### config.mk
export PLATFORM = sky130hd
export DESIGN_NAME = fetch_stage_flat
export DESIGN_NICKNAME = d
export VERILOG_FILES = /design/src/rtl/fetch_if.sv /design/src/rtl/fetch_stage.sv /design/src/flat_wrapper.sv
export SDC_FILE = /design/constraint.sdc
export NUM_CORES = 1
export LEC_CHECK = 0
export ABC_AREA = 1
export BUFFER_PORTS_ARGS = -buffer_cell sky130_fd_sc_hd__buf_2
export CORE_UTILIZATION = 53
export DETAILED_ROUTE_END_ITERATION = 8
export MAX_ROUTING_LAYER = met4
export PLACE_DENSITY = 0.8
export REMOVE_ABC_BUFFERS = 1
export SLEW_MARGIN = 20
export SYNTH_ARGS = -nofsm -noshare
export SYNTH_HDL_FRONTEND = slang
export SYNTH_SLANG_ARGS = --single-unit
export TNS_END_PERCENT = 100
### constraint.sdc
create_clock -name CLK -period 5.5 [get_ports CLK]
set_clock_uncertainty 0.15 [all_clocks]
set_input_delay 0.55 -clock CLK [delete_from_list [all_inputs] [get_ports CLK]]
set_output_delay 0.55 -clock CLK [all_outputs]
set_load 0.005 [all_outputs]
### src/rtl/fetch_if.sv
// fetch_if: instruction-memory request, hazard/redirect controls and IF/ID outputs of the fetch stage
interface fetch_if;
  logic        ihit;
  logic [31:0] imemload;
  logic        imemREN;
  logic [31:0] imemaddr;
  logic        stall;
  logic        flush;
  logic        redirect;
  logic [31:0] redirect_pc;
  logic        halt;
  logic [31:0] ifid_instr;
  logic [31:0] ifid_npc;
  logic        ifid_valid;
  modport master (
    input  ihit, imemload, stall, flush, redirect, redirect_pc, halt,
    output imemREN, imemaddr, ifid_instr, ifid_npc, ifid_valid
  );
  modport slave (
    output ihit, imemload, stall, flush, redirect, redirect_pc, halt,
    input  imemREN, imemaddr, ifid_instr, ifid_npc, ifid_valid
  );
endinterface

### src/rtl/fetch_stage.sv
// fetch_stage: PC, instruction fetch and IF/ID latch; FETCH_PERF_EN adds fetch_cnt/bubble_cnt counters
module fetch_stage #(
  parameter logic [31:0] PC_INIT  = 32'h0000_0000,
  parameter logic [31:0] NOP_WORD = 32'h0000_0000
) (
  input  logic        CLK,
  input  logic        RST,
  fetch_if.master     bus
`ifdef FETCH_PERF_EN
  ,
  output logic [31:0] fetch_cnt,
  output logic [31:0] bubble_cnt
`endif
);
  typedef enum logic [1:0] {FETCH, HOLD_REDIR, HALTED} state_t;
  state_t      state_q, state_d;
  logic [31:0] pc_q, pc_d, pend_pc_q, pend_pc_d, instr_q, instr_d, npc_q, npc_d, pc_inc;
  logic        valid_q, valid_d, fetch_d, bubble_d;
  assign pc_inc        = pc_q + 32'd4;
  assign bus.imemaddr  = pc_q;
  assign bus.imemREN   = state_q != HALTED;
  assign bus.ifid_instr = instr_q;
  assign bus.ifid_npc   = npc_q;
  assign bus.ifid_valid = valid_q;
  // next state by priority: halt > redirect > stall > pending redirect > flush > hit > miss
  always_comb begin
    state_d   = state_q;
    pc_d      = pc_q;
    pend_pc_d = pend_pc_q;
    instr_d   = instr_q;
    npc_d     = npc_q;
    valid_d   = valid_q;
    fetch_d   = 1'b0;
    bubble_d  = 1'b0;
    if (state_q != HALTED) begin
      if (bus.halt) begin
        state_d  = HALTED;
        bubble_d = 1'b1;
      end else if (bus.redirect && !bus.stall) begin
        pc_d     = bus.redirect_pc;
        state_d  = FETCH;
        bubble_d = 1'b1;
      end else if (bus.redirect) begin
        pend_pc_d = bus.redirect_pc;
        state_d   = HOLD_REDIR;
      end else if (bus.stall) begin
      end else if (state_q == HOLD_REDIR) begin
        pc_d     = pend_pc_q;
        state_d  = FETCH;
        bubble_d = 1'b1;
      end else if (bus.ihit && !bus.flush) begin
        instr_d = bus.imemload;
        npc_d   = pc_inc;
        valid_d = 1'b1;
        pc_d    = pc_inc;
        fetch_d = 1'b1;
      end else begin
        pc_d     = (bus.flush && bus.ihit) ? pc_inc : pc_q;
        bubble_d = 1'b1;
      end
      if (bubble_d) begin
        instr_d = NOP_WORD;
        valid_d = 1'b0;
      end
    end
  end
  // PC, FSM state and IF/ID latch
  always_ff @(posedge CLK or posedge RST) begin
    if (RST) begin
      state_q   <= FETCH;
      pc_q      <= PC_INIT;
      pend_pc_q <= 32'h0;
      instr_q   <= NOP_WORD;
      npc_q     <= 32'h0;
      valid_q   <= 1'b0;
    end else begin
      state_q   <= state_d;
      pc_q      <= pc_d;
      pend_pc_q <= pend_pc_d;
      instr_q   <= instr_d;
      npc_q     <= npc_d;
      valid_q   <= valid_d;
    end
  end
`ifdef FETCH_PERF_EN
  logic [31:0] fetch_cnt_q, bubble_cnt_q;
  assign fetch_cnt  = fetch_cnt_q;
  assign bubble_cnt = bubble_cnt_q;
  // saturating counts of captured instructions and inserted bubbles
  always_ff @(posedge CLK or posedge RST) begin
    if (RST) begin
      fetch_cnt_q  <= 32'h0;
      bubble_cnt_q <= 32'h0;
    end else begin
      if (fetch_d && fetch_cnt_q != '1) fetch_cnt_q <= fetch_cnt_q + 32'd1;
      if (bubble_d && bubble_cnt_q != '1) bubble_cnt_q <= bubble_cnt_q + 32'd1;
    end
  end
`endif
endmodule

### src/flat_wrapper.sv
// flat-port wrapper written by rule: the top's interface ports become plain ports
module fetch_stage_flat 
#(
  parameter logic [31:0] PC_INIT  = 32'h0000_0000,
  parameter logic [31:0] NOP_WORD = 32'h0000_0000
)
  (CLK, RST, bus_ihit, bus_imemload, bus_stall, bus_flush, bus_redirect, bus_redirect_pc, bus_halt, bus_imemREN, bus_imemaddr, bus_ifid_instr, bus_ifid_npc, bus_ifid_valid);
  fetch_if bus_i ();
  input  logic CLK;
  input  logic RST;
  input wire logic [$bits(bus_i.ihit)-1:0] bus_ihit;
  input wire logic [$bits(bus_i.imemload)-1:0] bus_imemload;
  input wire logic [$bits(bus_i.stall)-1:0] bus_stall;
  input wire logic [$bits(bus_i.flush)-1:0] bus_flush;
  input wire logic [$bits(bus_i.redirect)-1:0] bus_redirect;
  input wire logic [$bits(bus_i.redirect_pc)-1:0] bus_redirect_pc;
  input wire logic [$bits(bus_i.halt)-1:0] bus_halt;
  output wire logic [$bits(bus_i.imemREN)-1:0] bus_imemREN;
  output wire logic [$bits(bus_i.imemaddr)-1:0] bus_imemaddr;
  output wire logic [$bits(bus_i.ifid_instr)-1:0] bus_ifid_instr;
  output wire logic [$bits(bus_i.ifid_npc)-1:0] bus_ifid_npc;
  output wire logic [$bits(bus_i.ifid_valid)-1:0] bus_ifid_valid;
  assign bus_i.ihit = bus_ihit;
  assign bus_i.imemload = bus_imemload;
  assign bus_i.stall = bus_stall;
  assign bus_i.flush = bus_flush;
  assign bus_i.redirect = bus_redirect;
  assign bus_i.redirect_pc = bus_redirect_pc;
  assign bus_i.halt = bus_halt;
  assign bus_imemREN = bus_i.imemREN;
  assign bus_imemaddr = bus_i.imemaddr;
  assign bus_ifid_instr = bus_i.ifid_instr;
  assign bus_ifid_npc = bus_i.ifid_npc;
  assign bus_ifid_valid = bus_i.ifid_valid;
  fetch_stage #(.PC_INIT(PC_INIT), .NOP_WORD(NOP_WORD)) u_core (.CLK(CLK), .RST(RST), .bus(bus_i));
endmodule
Word-level counts from Yosys, hierarchy flattened --
Cells that the tools add are included.
Word-level totals: input bits 71, register bits after elaboration 131, word-level logic and storage cells 67, output and inout bits 98
Operators by class: bitwise gates (word level) 5, add/subtract/negate cells 1, reduce and logical (&&, ||, !) cells 13, equal/unequal tests 10, muxes and demuxes 32
Operators with widths (number):
- $mux W32 | 13
- $add A32 B3 Y32 const B | 1
- $mux W1 | 14
- $reduce_and A7 Y1 | 2
- $mux W2 | 5
- $ne A2 B1 Y1 const B | 5
- $reduce_bool A4 Y1 | 2
- $ne A2 B2 Y1 const B | 3
- $not A1 Y1 | 5
- $reduce_and A5 Y1 | 1
- $ne A4 B1 Y1 const B | 1
- $reduce_and A4 Y1 | 1
- $logic_and A1 B1 Y1 | 3
- $reduce_and A3 Y1 | 1
- $eq A2 B1 Y1 const B | 1
- $logic_not A1 Y1 | 2
- $reduce_bool A2 Y1 | 1

Logic depth before layout (Yosys ltp) --
depth after elaboration 11, depth in mapped cells 10, mapped depth without buffers 10

Worst setup path after synthesis --
OpenSTA, ideal clock, no wires.
path kind register -> register, from register u_core.pc_q[2], in the netlist u_core.bus.imemaddr[2], to register u_core.pc_q[26], in the netlist u_core.bus.imemaddr[26], path buffers 0, setup slack 3797 ps, arrival time 1431 ps, cell stages (with the launch flop) 11, data required time 5228 ps, period minus slack after synthesis 1703 ps, library setup time 122 ps, path through dfrtp_1 -> ha_1 -> nand2_1 -> nor2_1 -> nand2_2 -> nor2_2 -> nand2_1 -> nand2_1 -> nand3_1 -> nand2_1 -> a21oi_1
On the way: cells in the longest elaborated chain, start to end 7
Ends and longest elaborated chain:
- start: declaration | line fetch_stage.sv:17 | logic [31:0] pc_q, pc_d, pend_pc_q, pend_pc_d, instr_q, instr_d, npc_q, npc_d, pc_inc;
- start signal: assignment | line fetch_stage.sv:78 | pc_q <= pc_d;
- $add A32 B3 Y32 * | line fetch_stage.sv:19 | assign pc_inc = pc_q + 32'd4;
- $mux W32 | line fetch_stage.sv:58 | pc_d = (bus.flush && bus.ihit) ? pc_inc : pc_q;
- $mux W32 * | line fetch_stage.sv:51 | end else if (bus.ihit && !bus.flush) begin
- $mux W32 * | line fetch_stage.sv:47 | end else if (state_q == HOLD_REDIR) begin
- $mux W32 * | line fetch_stage.sv:46 | end else if (bus.stall) begin
- $mux W32 * | line fetch_stage.sv:43 | end else if (bus.redirect) begin
- $mux W32 * | line fetch_stage.sv:39 | end else if (bus.redirect && !bus.stall) begin
Every way passes the cells marked *; elsewhere a longest branch is shown, timed or not. The select of a mux whose other input is x is not followed. A chain may end at the register's enable or synchronous reset.

Final worst setup path --
from register u_core.state_q[1], to register u_core.pc_q[28], in the netlist u_core.bus.imemaddr[28]
On the way: cells in the longest elaborated chain, start to end 5, elaborated cells on any way between the ends 8, those cells by class eq/ne (2); mux (4); reduce/logical (2)
Ends and longest elaborated chain:
- start: declaration | line fetch_stage.sv:16 | state_t state_q, state_d;
- start signal: assignment | line fetch_stage.sv:77 | state_q <= state_d;
- $eq A2 B1 Y1 | line fetch_stage.sv:47
- $mux W32 | line fetch_stage.sv:47
- $mux W32 | line fetch_stage.sv:46
- $mux W32 | line fetch_stage.sv:43
- $mux W32 | line fetch_stage.sv:39
Several ways; a longest one is shown, not always the timed one. The select of a mux whose other input is x is not followed.

==> results.yml <==
placed_design:
  post-place-ws_ps: 2260
  numPortBuffers: 168
  placement.cell_area_um2: 7170
  globalplace.congestion: 0.856
  hpwl_um: 11000
logic_synthesis:
  postSynth.asyncResetShare_pct: 100
  synth_area_leader: "sky130_fd_sc_hd__dfrtp_1"
  yosys_warnings: 0
  syn-cell-area_um2: 6290
  synthesis.instances: 705
  synthDistinctLibCells: 30
  synth_area_leaders: "sky130_fd_sc_hd__dfrtp_1, sky130_fd_sc_hd__nand2_1, sky130_fd_sc_hd__mux2_2, sky130_fd_sc_hd__nor2_1, sky130_fd_sc_hd__a22o_1"
  ys_seq_area_share_pct: 52.1
  yosys_most_used_dff: "sky130_fd_sc_hd__dfrtp_1"
  post_synth_most_frequent_cells: "sky130_fd_sc_hd__nand2_1, sky130_fd_sc_hd__dfrtp_1, sky130_fd_sc_hd__nor2_1"
  synthMostInstantiatedCell: "sky130_fd_sc_hd__nand2_1"
  ys_seq_elements: 131
  synth.avg_cell_area_um2: 8.92
  share_of_the_synthesized_area_in_the_top_cell_type_pct: 52.1
  synth_enable_flop_cells: 0
sta:
  maxSlewViolCount: 0
  worst_slack_ps: 2250
  hold_violations: 0
  max_freq_mhz: 308
  worst_tran_pin_value_ps: 996
  period_minus_slack_ps: 3250
  finalCritPeriodShare_pct: 59.0
  setup_repair_after_global_routing_missed_its_margin: "no"
  fin_tns_setup_ps: 0
  finalSetupViolCount: 0
  hold_slack_ps: 118
  timing.slew.headroom_pct: 33.3
finish:
  final.fill_count: 956
  final_core_occ_pct: 67.3
  final_nets: 935
  synthToLayoutAreaGrowth_pct: 22.8
  diodes: 0
  final_layout_size_suffix_gt1_share_pct: 28.6
  design_area_um2: 7720
die:
  die_w_um: 111
  fp.coreArea_um2: 11500
  design.die.area_um2: 12300
  die_boundary_height_um: 111
  initial_core_util_pct: 54.8
  ioPinCount: 169
  placementRows: 39
critical_path:
  worstSetupStartpoint: "u_core.state_q[1]"
  top_fanout_value_on_the_critical_path: 48
  worst-endpoint-required_ps: 5640
  worst_setup_path_start_kind: "flip-flop"
  rr_startpoint: "u_core.state_q[1]"
  worstSetupEndpointType: "flip-flop"
  timing.critical_path.arrival_ps: 3390
  worstSetupPathType: "reg -> reg"
clocking:
  postCtsResizedCells: 0
  clock_root_buffer: "sky130_fd_sc_hd__clkbuf_16"
  numClockSinks: 131
  holdBufCountCts: 0
  cts_setup_buffers: 0
  cts_buffers: 17
  worst_skew_pair.late_latency_ps: 410
  cts.clk_slew.worst_paths_ps: 50
  cts-htree-levels: 4
  cts-root-to-sink-buffers: 2
  tritoncts: "done"
outcome:
  status: "completed"
detailed_routing:
  detailedRoute.firstPassIterationCount: 5
  detail_route.drc_violations: 0
  routed_wl_um: 16300
  wl_per_cell_um: 16.1
  ant_nets: 0
  vias: 5532
  violation_count_after_the_first_detailed_route_iteration: 367
  post_drt_via_cell_ratio: 5.44
power:
  pwr_density_cell_nw_per_um2: 277
  power.static_leakage_nw: 4.10
  peakVddDrop_mv: 0.180
worst_hold_path:
  hold_path_class: "in -> async"
grt:
  first_pass_grt_wire_length_um: 26500
  first_global_vias: 5293
  grt_usage_pct: 28.4
  gr-total-overflow: 0
  grt_start_max_net_pins: 84
  antenna_found_initial: 0
job:
  timing.max_cap.violations: 0
-- sequential cells by signal, summed over array words and instances (netlist names) --
register	cells
u_core.bus.ifid_instr	32
u_core.bus.ifid_npc	32
u_core.bus.imemaddr	32
u_core.pend_pc_q	32
u_core.state_q	2
u_core.bus.ifid_valid	1
-- worst max-delay path, stage by stage (launching register included) --
cell                      delay (ps)
sky130_fd_sc_hd__dfrtp_1         420
sky130_fd_sc_hd__nor2_4          140
sky130_fd_sc_hd__inv_2           580
sky130_fd_sc_hd__nand2_1         230
sky130_fd_sc_hd__o21ai_4         830
sky130_fd_sc_hd__inv_2           460
sky130_fd_sc_hd__nor2_1          250
sky130_fd_sc_hd__a21oi_1          60
-- kinds of logic (layout without fill, tap and decap cells) --
group	count (synthesis)	after routing	share of synthesized area, %
and+or+nand+nor	267	267	17.6
AOI/OAI and AO/OA	175	175	17.3
DFF	131	131	52.1
buffers and inverters	94	262	6.49
muxes	30	30	5.37
xor gates and xnor gates	7	7	0.975
adders and majority gates	1	1	0.199
-- worst paths after layout --
check / to / slack (ps) / cells after the start
min in group CLK: u_core.bus.ifid_instr[5] / 210 / 2
setup reg to reg: u_core.bus.imemaddr[28] / 2250 / 7
hold reg to reg: u_core.bus.ifid_npc[5] / 320 / 2
hold / removal: u_core.bus.ifid_instr[0] / 120 / 2
setup / recovery: u_core.bus.imemaddr[28] / 2250 / 7
max in group asynchronous: u_core.bus.imemaddr[18] / 3950 / 3
-- through the flow --
stage,cells,power (mW)
after floorplan,671,1.06
after global placement,987,1.12
after detailed placement,987,1.12
after CTS,1016,2.16
after global routing,1016,2.22
final,1016,2.14
-- placed cells by master (no fill, tap or decap), drive strengths merged, types with 2 or more instances in the layout --
cell	netlist	layout
a21oi	50	50
buf	26	173
dfrtp	131	131
xnor2	4	4
o21ai	52	52
nor2	88	88
and2	2	2
a31oi	21	21
mux2	30	30
o211ai	4	4
a22o	32	32
a22oi	5	5
nand3	32	32
inv	59	59
xor2	3	3
nand2	143	143
clkinv	1	4
clkbuf	8	25
o21bai	10	10
-- where the power goes --
part           internal, mW  switching [mW]  leakage [nW]
logic                0.0449          0.0687          2.05
clock network         0.650           0.384         0.273
registers             0.979          0.0155          1.78
total                  1.67           0.468          4.10
-- metal layers --
metal / GRT usage [%] / wire length [um] / up-vias
li1: - / - / 2679
met1: 37.1 / 7110 / 2560
met2: 43.4 / 7580 / 264
met3: 5.90 / 1280 / 29
met4: 11.6 / 354 / 0
met5: - / 0 / -
-- cell type report --
| cell class | count | area [um2] | area share [%] |
|---|---|---|---|
| clock inverter | 4 | 22.5 | 0.292 |
| tap | 143 | 179 | 2.32 |
| multi-input combinational | 480 | 2610 | 33.7 |
| sequential | 131 | 3280 | 42.5 |
| timing repair buffer | 173 | 878 | 11.4 |
| inverter | 60 | 230 | 2.98 |
| clock buffer | 25 | 526 | 6.81 |
Power figures use the tool's default switching activity.
